$ cat config.mk
export PLATFORM = sky130hd
export DESIGN_NAME = ram_nb_8w
export DESIGN_NICKNAME = d
export VERILOG_FILES = /design/src/rtl/ram_nb_8w.sv
export SDC_FILE = /design/constraint.sdc
export NUM_CORES = 2
export LEC_CHECK = 0
export CORE_ASPECT_RATIO = 0.7
export CORE_MARGIN = 1.5
export CORE_UTILIZATION = 50
export CTS_CLUSTER_SIZE = 20
export DETAILED_ROUTE_END_ITERATION = 8
export GPL_ROUTABILITY_DRIVEN = 0
export PLACE_DENSITY = 0.69
export SLEW_MARGIN = 10
export SYNTH_ARGS = -nofsm -noshare
export SYNTH_HDL_FRONTEND = slang
export SYNTH_SLANG_ARGS = --single-unit
export TNS_END_PERCENT = 30
$ cat constraint.sdc
create_clock -name clk -period 11.65 [get_ports clk]
set_input_delay 3.495 -clock clk [delete_from_list [all_inputs] [get_ports clk]]
set_output_delay 3.495 -clock clk [all_outputs]
set_load 0.005 [all_outputs]
$ cat src/rtl/ram_nb_8w.sv
// Eight-word line store for the I-cache data array.
// Combinational read gated by OE, synchronous write under active-low WR.

module ram_nb_8w_lane (
  input  logic       clk,
  input  logic       rst,
  input  logic [2:0] a,
  input  logic [7:0] din,
  input  logic       oe,
  input  logic [7:0] we,
  output logic [7:0] dout
);

  logic [7:0] mem [0:7];

  always_ff @(posedge clk) begin
    for (int i = 0; i < 8; i++) begin
      if (rst)
        mem[i] <= 8'h00;
      else if (we[i])
        mem[i] <= din;
    end
  end

  assign dout = oe ? mem[a] : 8'h00;

endmodule

module ram_nb_8w #(
  parameter int NBYTES = 32
) (
  input  logic                  clk,
  input  logic                  rst,
  input  logic [2:0]            A,
  input  logic [8*NBYTES-1:0]   DIN,
  input  logic                  OE,
  input  logic                  WR,
  output logic [8*NBYTES-1:0]   DOUT
);

  logic [7:0] we;

  // Word enables resolve to 0 whenever WR is high, so an unknown A
  // during a read cannot reach the storage.
  always_comb begin
    we = 8'h00;
    for (int i = 0; i < 8; i++)
      we[i] = !WR && (A == 3'(i));
  end

  for (genvar k = 0; k < NBYTES; k++) begin : g_lane
    ram_nb_8w_lane u_lane (
      .clk  (clk),
      .rst  (rst),
      .a    (A),
      .din  (DIN[8*k +: 8]),
      .oe   (OE),
      .we   (we),
      .dout (DOUT[8*k +: 8])
    );
  end

endmodule

==> results by group <==
Global route
  – First-pass GRT wire length: 368000 microns
  – GRT busiest layer: met2
  – Initial antenna violation count: 24
  – Met2 Track Usage GR: 0.415
  – Met1 GRT Util: 0.359
  – Vias in the first global route: 56818
  – Gr usage total: 0.257
  – Gr ovfl total: 0
  – Met3 usage: 0.0471
  – Pin count of the biggest net entering global routing: 235

Timing
  – Final Max Tran Viols: 0
  – Final setup viols: 0
  – Fin crit share: 0.841
  – Setup TNS: 0 ps
  – Fin. Hold Viols: 0
  – Worst-margin pin slew: 1190 ps
  – Final Critical Period: 9790 ps
  – RSZ-0062 raised after global routing: false
  – Slew margin rel.: 0.204
  – F_max: 102 MHz

Worst setup path
  – CP cell instances: buf_12 > buf_12 > mux4_2 > a22o_1 > clkdlybuf4s50_1
  – Crit-path max cell delay: 610 ps
  – Critical path class: in2out
  – Worst path required time: 8160 ps
  – Setup crit end kind: output port
  – Most common cell on crit path: buf_12
  – Worst Setup Start Kind: primary input
  – Slowest cell on crit path: buf_12
  – Critical Path Fanout Max: 119
  – Worst path arrival time: 6300 ps

Routing
  – Post-route DRC: 46
  – Vias: 55973
  – DRT Pass-1 Iters: 8
  – Via/cell ratio: 6.50
  – ANT nets after route: 0
  – Iter 0 DRT Violations: 6485
  – Wirelength, routed: 245000 microns
  – WL/cell: 28.4 microns

Logic synthesis
  – Top_reg_cell synth: edfxtp_1
  – Yosys reg bits: 2048
  – Simple-gate portion of the synthesized area: 0.139
  – Post-synthesis compound-gate area fraction: 0.0247
  – Synth Warn #: 0
  – Most frequent cell after synthesis: edfxtp_1
  – Synth Area in Adders: 0
  – Synth async-reset ratio: 0
  – Synth area leader: edfxtp_1
  – Main combinational cell family by area after synthesis: simple AND/OR/NAND/NOR gates
  – Synth Cell Area: 0.0933 sq mm
  – Mapped Cells: 5827
  – Mapped Nets: 6090
  – Multiplexer share of the synthesized area: 0.124
  – Syn Area/Cell: 16.0 sq um
  – Commonest cells post-synth: edfxtp_1 (2048), nor3_1 (1136), mux4_2 (512), nor4_1 (512), nor3_2 (400)
  – Yosys cell types: 21
  – Post-synth EDFFs: 2048
  – Synth Area in XOR/XNOR: 0
  – Top post-synthesis cells by area: edfxtp_1 (66%), mux4_2 (12%), nor3_1 (6.1%), nor3_2 (4.3%), nor4_1 (3.4%)
  – Sequential-to-total area share from yosys stat: 0.659
  – Post-synth top area share: 0.659

Floorplan
  – Placeable Area: 0.185 sq mm
  – Die W: 519 microns
  – Chip Height: 364 microns
  – Area of the die: 0.189 sq mm
  – # IOs: 519
  – Initial core utilization: 0.504
  – Row cnt: 132

Clock network
  – # H-tree levels: 4
  – Clock-pin slew on the worst setup and hold paths: 60 ps
  – Quantity of hold-fixing buffers added after cts: 0
  – CTS tree: yes
  – Max clock buf depth: 3
  – Sink Count: 2048
  – Root buf cell: clkbuf_16
  – Gates resized, CTS repair: 0
  – Cts bufs inserted: 195
  – # Post-CTS Setup Buffers: 0

Cells and area
  – Synth-to-layout area growth: 12.8%
  – Largest registers: g_lane.u_lane.mem (2048)
  – Fin area: 0.105 sq mm
  – Nets: 6228
  – Max reg flops: 2048
  – Share of cells above drive strength 1: 0.212
  – Largest Register: g_lane.u_lane.mem
  – Final core occ: 0.568

Outcome
  – Failing checks: DRC
  – Status: finished, violations left

Worst hold path
  – Worst Hold End: g_lane[13].u_lane.mem[4][7]
  – Hold Path Class: in2reg
  – Hold Path Depth: 2
  – Hold path start: A[0]

Pwr
  – Static Leak: 32.4 nW
  – Pwr/cell area: 159 mW/mm^2
  – Worst VDD drop: 0.152 mV

Placement
  – Buffers on Ports: 518
  – Placed cell area: 0.0991 sq mm
  – Dpl hpwl: 124000 microns

Run
  – Max cap viols: 0
-- cells in the final DEF (no fill, tap or decap), types with 3 or more instances in the layout --
cell,count
edfxtp_1,2048
nor3_1,1136
clkdlybuf4s50_1,515
mux4_2,512
nor4_1,512
nor3_2,400
a22o_1,256
inv_1,256
clkbuf_16,198
buf_4,64
clkinv_1,49
buf_12,47
clkbuf_1,40
clkinv_2,23
bufinv_16,13
diode_2,11
clkinvlp_4,8
inv_6,7
a21o_4,6
clkinv_16,4
clkinv_8,4
nor2b_1,3
-- through the flow --
| stage | std cells | hold WS [ps] | setup WS, ps | power (mW) |
|---|---|---|---|---|
| 2_1_floorplan | 5827 | 3870 | 1460 | 9.95 |
| 3_3_place_gp | 8247 | 4250 | 1860 | 10.6 |
| 3_5_place_dp | 8247 | 4260 | 1850 | 10.6 |
| 4_1_cts | 8594 | 3360 | 1840 | 16.8 |
| 5_1_grt | 8604 | 3390 | 1710 | 17.2 |
| 6_report | 8605 | 3400 | 1860 | 16.7 |
-- cells by family after synthesis --
logic type,count (synthesis)
AND/OR/NAND/NOR,2060
flip-flops,2048
buffers and inverters,943
multiplexers,512
AO/OA/AOI/OAI,264
-- where the power goes --
group	internal (mW)	total [mW]	switching, mW
clock network	3.40	6.23	2.82
registers	8.60	8.72	0.123
logic	0.680	1.73	1.05
total	12.7	16.7	3.99
-- worst max-delay path: cells and delay by family --
kind / cells / cell delay (ps)
AOI/OAI and AO/OA: 1 / 270
muxes: 1 / 590
buffers and inverters: 3 / 1680
-- how the worst max path moves through the flow --
stage | slack [ps] | start | to | cells after the start
after global routing | 1710 | A[1] | DOUT[49] | 5
final | 1860 | A[1] | DOUT[37] | 5
after floorplan | 1460 | A[1] | g_lane[0].u_lane.mem[2][0] | 6
after CTS | 1840 | A[1] | DOUT[37] | 5
after global placement | 1860 | A[1] | DOUT[19] | 5
after detailed placement | 1850 | A[1] | DOUT[19] | 5
-- layer usage --
layer / vias up / part of all wire
li1: 23918 / -
met1: 29134 / 0.40
met2: 2548 / 0.49
met3: 347 / 0.086
met4: 26 / 0.024
met5: - / 0.00071
-- cell type report --
class | instances | area [sq um]
Timing Repair Buffer | 628 | 6610
Clock buffer | 238 | 5100
Tap cell | 2479 | 3100
Fill cell | 14163 | 79900
Clock inverter | 109 | 1000
Antenna cell | 11 | 27.5
Multi-Input combinational cell | 2836 | 26900
Inverter | 256 | 961
Sequential cell | 2048 | 61500
(Power assumes the default switching activity.)
